--- src/rtl/ks_pipelined_subtractor.sv ---
// ----------------------------------------------------------------------------
// ks_pipelined_subtractor
//
// Pipelined Kogge-Stone subtractor: diff = (a - b - bin) mod 2^WIDTH, with
// borrow-out. Computed as a + ~b + cin (cin = ~bin) through a generate /
// propagate prefix network, with one register stage per prefix level.
//
// Stages (LEVELS + 2 total):
//   stage 0         : bitwise G/P of a and ~b, cin, original P (for the sum)
//   stage 1..LEVELS : prefix level j combines bit i with bit i - 2^(j-1)
//   output stage    : carries, diff, bout (and ovf) registered onto the ports
//
// Flow control is a single global advance, adv = !out_valid || out_ready.
// Every stage shifts on adv and holds otherwise; bubbles are kept, so order
// is preserved and latency is fixed at LEVELS + 1 edges after acceptance.
//
// Optional feature: define KS_SUB_OVF_EN to add the signed-overflow port
// `ovf`, fed by the operand MSBs carried alongside the data.
//
// Parameters:
//   WIDTH   operand width, power of two from 4 to 64
//   LEVELS  number of prefix levels, $clog2(WIDTH); derived
//
// Ports:
//   clk        clock, rising edge
//   rst_n      asynchronous active-low reset
//   in_valid   operands present
//   in_ready   pipeline accepts operands this cycle (combinational from
//              out_valid / out_ready only)
//   a, b, bin  minuend, subtrahend, borrow-in
//   out_valid  result present
//   out_ready  consumer accepts the result
//   diff       (a - b - bin) mod 2^WIDTH
//   bout       1 when a < b + bin (unsigned)
//   ovf        signed overflow (KS_SUB_OVF_EN only)
// ----------------------------------------------------------------------------
module ks_pipelined_subtractor #(
    parameter int WIDTH  = 16,
    parameter int LEVELS = $clog2(WIDTH)
) (
    input  logic             clk,
    input  logic             rst_n,
    input  logic             in_valid,
    output logic             in_ready,
    input  logic [WIDTH-1:0] a,
    input  logic [WIDTH-1:0] b,
    input  logic             bin,
    output logic             out_valid,
    input  logic             out_ready,
    output logic [WIDTH-1:0] diff,
    output logic             bout
`ifdef KS_SUB_OVF_EN
    ,
    output logic             ovf
`endif
);

    // ------------------------------------------------------------------------
    // Pipeline registers, index = stage number (0 .. LEVELS)
    // ------------------------------------------------------------------------
    logic [WIDTH-1:0] g_q  [0:LEVELS];
    logic [WIDTH-1:0] p_q  [0:LEVELS];
    logic [WIDTH-1:0] po_q [0:LEVELS];
    logic             cin_q[0:LEVELS];
    logic             v_q  [0:LEVELS];
`ifdef KS_SUB_OVF_EN
    logic             am_q [0:LEVELS];
    logic             bm_q [0:LEVELS];
`endif

    // Next values for prefix stages 1 .. LEVELS
    logic [WIDTH-1:0] g_nx [1:LEVELS];
    logic [WIDTH-1:0] p_nx [1:LEVELS];

    logic             adv;
    logic [WIDTH-1:0] b_inv;
    logic [WIDTH:0]   carry;
    logic [WIDTH-1:0] diff_nx;
    logic             bout_nx;

    assign adv      = !out_valid || out_ready;
    assign in_ready = adv;
    assign b_inv    = ~b;

    // ------------------------------------------------------------------------
    // Prefix levels. Shifting the lower neighbour in by K brings G[i-K] and
    // P[i-K] to bit i. For i < K the shifted-in zeros leave G unchanged, and
    // the low mask forces P[i] through unchanged as well.
    // ------------------------------------------------------------------------
    for (genvar j = 1; j <= LEVELS; j++) begin : g_lvl
        localparam int               K   = 1 << (j - 1);
        localparam logic [WIDTH-1:0] LOW = WIDTH'((65'd1 << K) - 65'd1);

        assign g_nx[j] = g_q[j-1] | (p_q[j-1] & (g_q[j-1] << K));
        assign p_nx[j] = p_q[j-1] & ((p_q[j-1] << K) | LOW);
    end

    // ------------------------------------------------------------------------
    // Output stage logic. After the last level, G[i]/P[i] are the group
    // generate/propagate over bits i..0, so each carry needs only cin.
    // ------------------------------------------------------------------------
    always_comb begin
        carry[0] = cin_q[LEVELS];
        for (int i = 0; i < WIDTH; i++) begin
            carry[i+1] = g_q[LEVELS][i] | (p_q[LEVELS][i] & cin_q[LEVELS]);
        end
        diff_nx = po_q[LEVELS] ^ carry[WIDTH-1:0];
        bout_nx = ~carry[WIDTH];
    end

`ifdef KS_SUB_OVF_EN
    logic ovf_nx;

    assign ovf_nx = (am_q[LEVELS] ^ bm_q[LEVELS]) & (am_q[LEVELS] ^ diff_nx[WIDTH-1]);
`endif

    // ------------------------------------------------------------------------
    // Register stages. Data registers load on every advance whether or not
    // the stage holds a valid item; only the valid bits give them meaning.
    // ------------------------------------------------------------------------
    always_ff @(posedge clk or negedge rst_n) begin
        if (!rst_n) begin
            for (int j = 0; j <= LEVELS; j++) begin
                g_q[j]   <= '0;
                p_q[j]   <= '0;
                po_q[j]  <= '0;
                cin_q[j] <= 1'b0;
                v_q[j]   <= 1'b0;
`ifdef KS_SUB_OVF_EN
                am_q[j]  <= 1'b0;
                bm_q[j]  <= 1'b0;
`endif
            end
            out_valid <= 1'b0;
            diff      <= '0;
            bout      <= 1'b0;
`ifdef KS_SUB_OVF_EN
            ovf       <= 1'b0;
`endif
        end else if (adv) begin
            // adv doubles as in_ready, so in_valid alone marks acceptance.
            v_q[0]   <= in_valid;
            g_q[0]   <= a & b_inv;
            p_q[0]   <= a ^ b_inv;
            po_q[0]  <= a ^ b_inv;
            cin_q[0] <= ~bin;
`ifdef KS_SUB_OVF_EN
            am_q[0]  <= a[WIDTH-1];
            bm_q[0]  <= b[WIDTH-1];
`endif
            for (int j = 1; j <= LEVELS; j++) begin
                g_q[j]   <= g_nx[j];
                p_q[j]   <= p_nx[j];
                po_q[j]  <= po_q[j-1];
                cin_q[j] <= cin_q[j-1];
                v_q[j]   <= v_q[j-1];
`ifdef KS_SUB_OVF_EN
                am_q[j]  <= am_q[j-1];
                bm_q[j]  <= bm_q[j-1];
`endif
            end
            out_valid <= v_q[LEVELS];
            diff      <= diff_nx;
            bout      <= bout_nx;
`ifdef KS_SUB_OVF_EN
            ovf       <= ovf_nx;
`endif
        end
    end

endmodule

--- config.mk ---
export PLATFORM = sky130hd
export DESIGN_NAME = ks_pipelined_subtractor
export DESIGN_NICKNAME = d
export VERILOG_FILES = /design/src/rtl/ks_pipelined_subtractor.sv
export SDC_FILE = /design/constraint.sdc
export NUM_CORES = 1
export LEC_CHECK = 0
export ABC_AREA = 1
export CAP_MARGIN = 20
export CORE_MARGIN = 3
export CORE_UTILIZATION = 54
export DETAILED_ROUTE_END_ITERATION = 10
export GPL_TIMING_DRIVEN = 0
export MAX_ROUTING_LAYER = met4
export PLACE_DENSITY = 0.79
export REMOVE_ABC_BUFFERS = 1
export SYNTH_ARGS = -nofsm -noshare
export SYNTH_HDL_FRONTEND = slang
export SYNTH_SLANG_ARGS = --single-unit
--- constraint.sdc ---
create_clock -name clk -period 1.04 [get_ports clk]
set_input_delay 0.104 -clock clk [delete_from_list [all_inputs] [get_ports clk]]
set_output_delay 0.104 -clock clk [all_outputs]
set_load 0.01 [all_outputs]
==> metrics.csv, run 1 <==
metric,value,unit
post-route-period-util,159,%
wirelength,46200,µm
gp_congestion,0.780,
cp_data_required_time,1.44,ns
htree_levels,1,
leakage,8.17,nW
crit_type,flip-flop to flip-flop,
fmax,605,MHz
setup_violations,267,
place_hpwl,12000,µm
antenna_left,0,
holdWs,-0.444,ns
finalHoldViolations,85,
critPathLaunchType,flip-flop,
crit_path_end,po_q[5],
clk_latency,0.54,ns
regToRegStartpoint,out_valid,
rr_worst_depth,8,
antenna_found_initial,0,
gr-total-overflow,0,
ys_seq_area_share,61.8,%
wl_per_cell,30.8,µm
rows,49,
grt.total_usage,34.1,%
slowest_stage,dfrtp_4,
multiInputGateArea,5540,µm²
cp_common_cell,buf_12,
reg2reg_setup_slack,-0.61,ns
dieWidth,142,µm
grt_pass1_vias,9289,
layout.area.seq,6210,µm²
violations,"negative hold slack, negative setup slack",
drv_cap,0,
slowest_delay,0.52,ns
synth_cells,1098,
drc,0,
vdd_ir_drop_max,2.37,mV
initial_core_util,55.5,%
cp.arrival,2.05,ns
n_fill_cell,613,
portBuffers,55,
fp.coreArea,18100,µm²
chipHeight,142,µm
drt_first_pass_iters,6,
syn-cell-area,10000,µm²
utilization,88.0,%
area_delta_synth_final,58.5,%
critPathTopFamily,buffers and inverters,
max-slew-margin-rel,54.2,%
critPathMaxFanout,8,
clock_sinks,248,
powerDensity,3110,nW/µm²
layout_setup_ws,-0.612,ns
drtIter0Drc,1464,
drive_gt1_share,48.9,%
skew,0.0139,ns
layout.nets,1306,
worstMarginPinSlew,0.686,ns
cp-startpoint,out_valid,
crit_buf_inv,5,
synth.avg_cell_area,9.14,µm²
worst_hold_path_type,input pin to async pin,
ys_warn_count,0,
clock_path_buffers,3,
yosysUniqueCellTypes,17,
end_kind,flip-flop,
cts_made_buffers,24,
reg2reg_to,po_q[5],
clkTransAtPathRegs,0.07,ns
num_vias,10363,
viasPerCell,6.92,
pin_count,56,
finalCriticalPeriod,1.65,ns
rsz0062_at_grt,true,
ys_ff_latch,248,
grt_max_degree,88,
status,"complete, but fails checks",
dieArea,20300,µm²
crit_cells,8,
cts-root-buf,clkbuf_16,
grt_pass1_wl,51900,µm
cp_cell_sequence,nand2_8 -> buf_6 -> buf_12 -> buf_12 -> buf_12 -> buf_16 -> nand2_2 -> o21ai_2,
slew_violations,0,
p_total,49.5,mW
cts_tree,done,
-- cell usage after synthesis --
library cell,number,share of area [%]
nand2_1,418,16
dfrtp_1,248,62
o21ai_0,160,8.0
inv_1,93,3.5
a21oi_1,50,2.5
nand3_1,49,2.4
buf_2,20,1.0
ha_1,17,2.1
buf_6,13,1.5
clkbuf_1,13,0.49
buf_4,7,0.52
o21ai_1,4,0.20
o22ai_1,2,0.12
inv_2,1,0.037
nand2_2,1,0.062
nor2_1,1,0.037
nor2_4,1,0.11
-- kinds of logic after synthesis --
kind of cell               Yosys count  synth area share (%)
adders and majority gates           17                  2.12
and+or+nand+nor                    470                  18.3
buffers and inverters              147                  6.98
AOI/OAI and AO/OA                  216                  10.8
DFF                                248                  61.8
-- layout make-up --
cell class | instances | area share, %
flip-flops and latches | 248 | 39.0
clock buffers | 34 | 4.58
clock inverters | 8 | 0.597
well taps | 229 | 1.80
diodes | 1 | 0.0157
repair buffers | 168 | 16.9
multi-input cells | 716 | 34.8
inverters | 94 | 2.24
-- through the flow --
step / TNS [ns] / area [µm²] / setup WS [ns] / cells
floorplan: -489.25 / 9690 / -2.32 / 1045
global placement: -3415.14 / 10500 / -10.44 / 1329
detailed placement: -208.89 / 10800 / -1.32 / 1338
CTS: -79.97 / 13600 / -0.408 / 1465
global route: -100.35 / 15900 / -0.590 / 1497
finish: -94.46 / 15900 / -0.612 / 1498
-- worst min-delay path by stage --
stage | cells after the start | from | slack (ns) | end
floorplan | 0 | rst_n | -0.19 | bout
global placement | 2 | v_q[0] | 0.43 | out_valid
detailed placement | 1 | rst_n | 0.15 | diff[1]
CTS | 1 | rst_n | -0.40 | diff[1]
global route | 1 | rst_n | -0.40 | diff[1]
finish | 1 | rst_n | -0.44 | diff[1]
-- power by group --
group | internal [mW] | switching, mW | total [mW]
Clock | 5.37 | 4.14 | 9.52
Sequential | 13.2 | 4.78 | 18.0
Combinational | 9.44 | 12.6 | 22.0
-- metal layers --
| layer | track usage (%) | wire length (µm) |
|---|---|---|
| met5 | - | 0 |
| met4 | 17.0 | 4510 |
| met3 | 6.82 | 6490 |
| met2 | 54.2 | 19900 |
| met1 | 42.1 | 15300 |
-- cells in the final DEF, fill, tap and decap left out, drive strengths merged --
cell type	n
nand2	432
dfrtp	248
o21ai	164
buf	116
inv	93
a21oi	50
clkbuf	50
nand3	49
clkdlybuf4s50	35
ha	17
clkinv	4
clkinvlp	3
bufinv	2
nor2	2
o22ai	2
diode	1
dlygate4sd2	1
-- sequential cells by signal, indices dropped and copies added (netlist names) --
register and cells:
carry 1, p_q 80, diff 16, v_q 5
bout 1, po_q 60, out_valid 1, cin_q 4
g_q 80
-- worst reg2reg max path, stage by stage, from the launching register on --
cell and delay (ns):
dfrtp_4 0.52, nand2_8 0.10, buf_6 0.10, buf_12 0.13
buf_12 0.13, buf_12 0.14, buf_16 0.17, nand2_2 0.07
o21ai_2 0.16
-- what timing repair did --
action | 4_1_cts | 5_1_grt
pin swaps | 38 | 51
cloned | 45 | 19
buffers inserted | 40 | 18
setup endpoints to repair | 267 | 267
hold endpoints to repair | 85 | 85
resized for setup | 368 | 566
Power figures use the tool's default switching activity.
==> run 2: changes to the inputs <==
--- a/config.mk
+++ b/config.mk
@@ -10,7 +10,6 @@
 export CORE_MARGIN = 3
 export CORE_UTILIZATION = 54
 export DETAILED_ROUTE_END_ITERATION = 10
-export GPL_TIMING_DRIVEN = 0
 export MAX_ROUTING_LAYER = met4
 export PLACE_DENSITY = 0.79
 export REMOVE_ABC_BUFFERS = 1
==> run 2 against run 1 <==
Sequential share of layout area grew 3.2 points. Clock power shrank 0.8%. Final cell count is 0.80% higher. Largest power group unchanged. The flow finishes with violations (negative setup slack). Largest cell class unchanged. Routed wire length decreased by 22%.
==> metrics.csv, run 2 (synthesis gave the netlist of run 1 again) <==
metric,value,unit,change
critPathLaunchType,flip-flop,,unchanged
clock_path_buffers,3,,unchanged
grt_max_degree,61,,was 88
chipHeight,142,µm,unchanged
cp_data_required_time,1.45,ns,was 1.44 ns
grt_pass1_vias,7719,,was 9289
cts-root-buf,clkbuf_16,,unchanged
gp_congestion,0.816,,was 0.780
cp-startpoint,out_valid,,unchanged
viasPerCell,6.26,,was 6.92
cts_made_buffers,26,,was 24
grt_pass1_wl,37800,µm,was 51900 µm
violations,negative setup slack,,"was negative hold slack, negative setup slack"
finalCriticalPeriod,1.51,ns,was 1.65 ns
fin_setup_tns,-79.35,ns,was -94.46 ns
reg2reg_to,g_q[53],,was po_q[5]
drv_cap,0,,unchanged
pre_cts_slack,-0.482,ns,was -1.32 ns
fin_cells,1510,,was 1498
clkTransAtPathRegs,0.07,ns,about the same
worstMarginPinSlew,0.348,ns,was 0.686 ns
portBuffers,55,,unchanged
fp.coreArea,18100,µm²,unchanged
antenna_found_initial,1,,was 0
drive_gt1_share,34.5,%,was 48.9%
rsz0062_at_grt,true,,unchanged
switching_share,38.9,%,was 43.4%
wl_per_cell,23.9,µm,was 30.8 µm
drc,0,,unchanged
grt.total_usage,23.4,%,was 34.1%
layout_commonest_cell,nand2_1,,was dfrtp_1
clockPowerShare,21.6,%,was 19.2%
max-slew-margin-rel,76.8,%,was 54.2%
status,"complete, but fails checks",,unchanged
p_total,43.7,mW,was 49.5 mW
seq_power_share,38.4,%,was 36.3%
place_hpwl,13600,µm,was 12000 µm
fmax,664,MHz,was 605 MHz
p_sw,17.0,mW,was 21.5 mW
pin_count,56,,unchanged
antenna_left,0,,unchanged
critPathMaxFanout,7,,was 8
drt_first_pass_iters,6,,unchanged
finalHoldViolations,0,,was 85
cp.arrival,1.91,ns,was 2.05 ns
post-route-period-util,145,%,was 159%
clock_sinks,248,,unchanged
crit_type,flip-flop to flip-flop,,unchanged
powerDensity,2970,nW/µm²,was 3110 nW/µm²
post-place-cells,1371,,was 1338
wirelength,36000,µm,was 46200 µm
vdd_ir_drop_max,1.49,mV,was 2.37 mV
layout_setup_ws,-0.466,ns,was -0.612 ns
end_kind,flip-flop,,unchanged
pwr-share-comb,40.0,%,was 44.5%
setup_violations,267,,unchanged
p_int,26.7,mW,was 28.0 mW
layout.nets,1315,,was 1306
regToRegStartpoint,out_valid,,unchanged
num_vias,9458,,was 10.4k
holdWs,0.157,ns,was -0.444 ns
dieArea,20300,µm²,unchanged
clk_latency,0.53,ns,was 0.54 ns
final_cell_mix,"267 x nand2_1, 247 x dfrtp_1, 93 x inv_1, 86 x nand2_2, 82 x o21ai_2",,"was 246 x dfrtp_1, 141 x nand2_1, 139 x nand2_4, 138 x nand2_2, 109 x o21ai_2"
cts_tree,done,,unchanged
slew_violations,0,,unchanged
htree_levels,1,,unchanged
n_fill_cell,808,,was 613
rr_worst_depth,7,,was 8
gr-total-overflow,0,,unchanged
skew,0.0142,ns,was 0.0139 ns
worst_hold_path_type,input pin to async pin,,unchanged
area_delta_synth_final,46.4,%,was 58.5%
top_regs,"g_q x80, p_q x80, po_q x60",,unchanged
initial_core_util,55.5,%,unchanged
slowest_delay,0.42,ns,was 0.52 ns
leakage,7.54,nW,was 8.17 nW
reg2reg_setup_slack,-0.47,ns,was -0.61 ns
slowest_stage,dfrtp_2,,was dfrtp_4
cp_cell_sequence,buf_6 -> inv_4 -> nor2_4 -> buf_4 -> buf_12 -> buf_8 -> o21ai_0,,was nand2_8 -> buf_6 -> buf_12 -> buf_12 -> buf_12 -> buf_16 -> nand2_2 -> o21ai_2
rows,49,,unchanged
dieWidth,142,µm,unchanged
drtIter0Drc,1194,,was 1464
## run 2: how the worst max path moves through the flow
stage                           to  slack (ns)  cells after the start
after floorplan            g_q[10]       -2.32                      3
after global placement     p_q[15]       -0.44                      7
after detailed placement   p_q[14]       -0.48                      7
after CTS                 in_ready       -0.33                      3
after global routing       g_q[53]       -0.51                      7
final                      g_q[53]       -0.47                      7
## run 2: per-stage QoR
| step | utilization (%) | cell area, µm² |
|---|---|---|
| detailed placement | 61.4 | 11100 |
| floorplan | - | 9690 |
| global route | 81.3 | 14700 |
| CTS | 68.4 | 12400 |
| global placement | 61.4 | 11100 |
| finish | 81.3 | 14700 |
## run 2: layout make-up
cell class              count  area (µm²)  area share [%]
diodes                      1        2.50          0.0170
clock buffers              37         763            5.19
clock inverters            10        81.3           0.553
inverters                  94         355            2.42
multi-input cells         703        4230            28.8
flip-flops and latches    248        6210            42.2
well taps                 229         287            1.95
repair buffers            188        2770            18.8
## run 2: layer usage
metal / wire, µm / share of wire (%) / track usage [%]
met1: 12900 / 36 / 31.4
met2: 17500 / 49 / 37.8
met3: 3470 / 9.6 / 3.13
met4: 2180 / 6.1 / 7.25
met5: 0 / 0 / -
## run 2: power by group through the flow
stage / Sequential [mW] / Combinational, mW / Clock, mW
after floorplan: 15.0 / 4.96 / 0
after global placement: 15.6 / 8.55 / 0
after detailed placement: 15.7 / 8.87 / 0
after CTS: 15.5 / 10.4 / 9.14
after global routing: 16.9 / 18.5 / 9.78
final: 16.8 / 17.5 / 9.44
## run 2: critical path, delay by kind of cell (launching register included)
family	cells	cell delay (ns)
buf+inv	5	0.61
flops	1	0.42
compound gates	1	0.30
simple gates	1	0.04
## run 2: what timing repair did
item	in CTS	in global routing
pin swaps	4	33
hold endpoints to repair	248	0
gates resized for setup	144	458
hold buffers	1	0
buffers inserted	22	25
setup endpoints to repair	267	267
cloned	7	43
==> run 3: changes to the inputs <==
--- a/config.mk
+++ b/config.mk
@@ -10,6 +10,7 @@
 export CORE_MARGIN = 3
 export CORE_UTILIZATION = 54
 export DETAILED_ROUTE_END_ITERATION = 10
+export GPL_TIMING_DRIVEN = 0
 export MAX_ROUTING_LAYER = met4
 export PLACE_DENSITY = 0.79
 export REMOVE_ABC_BUFFERS = 1
==> results of run 3 <==
No change in the layout: final DEF, timing and power equal those of run 1.
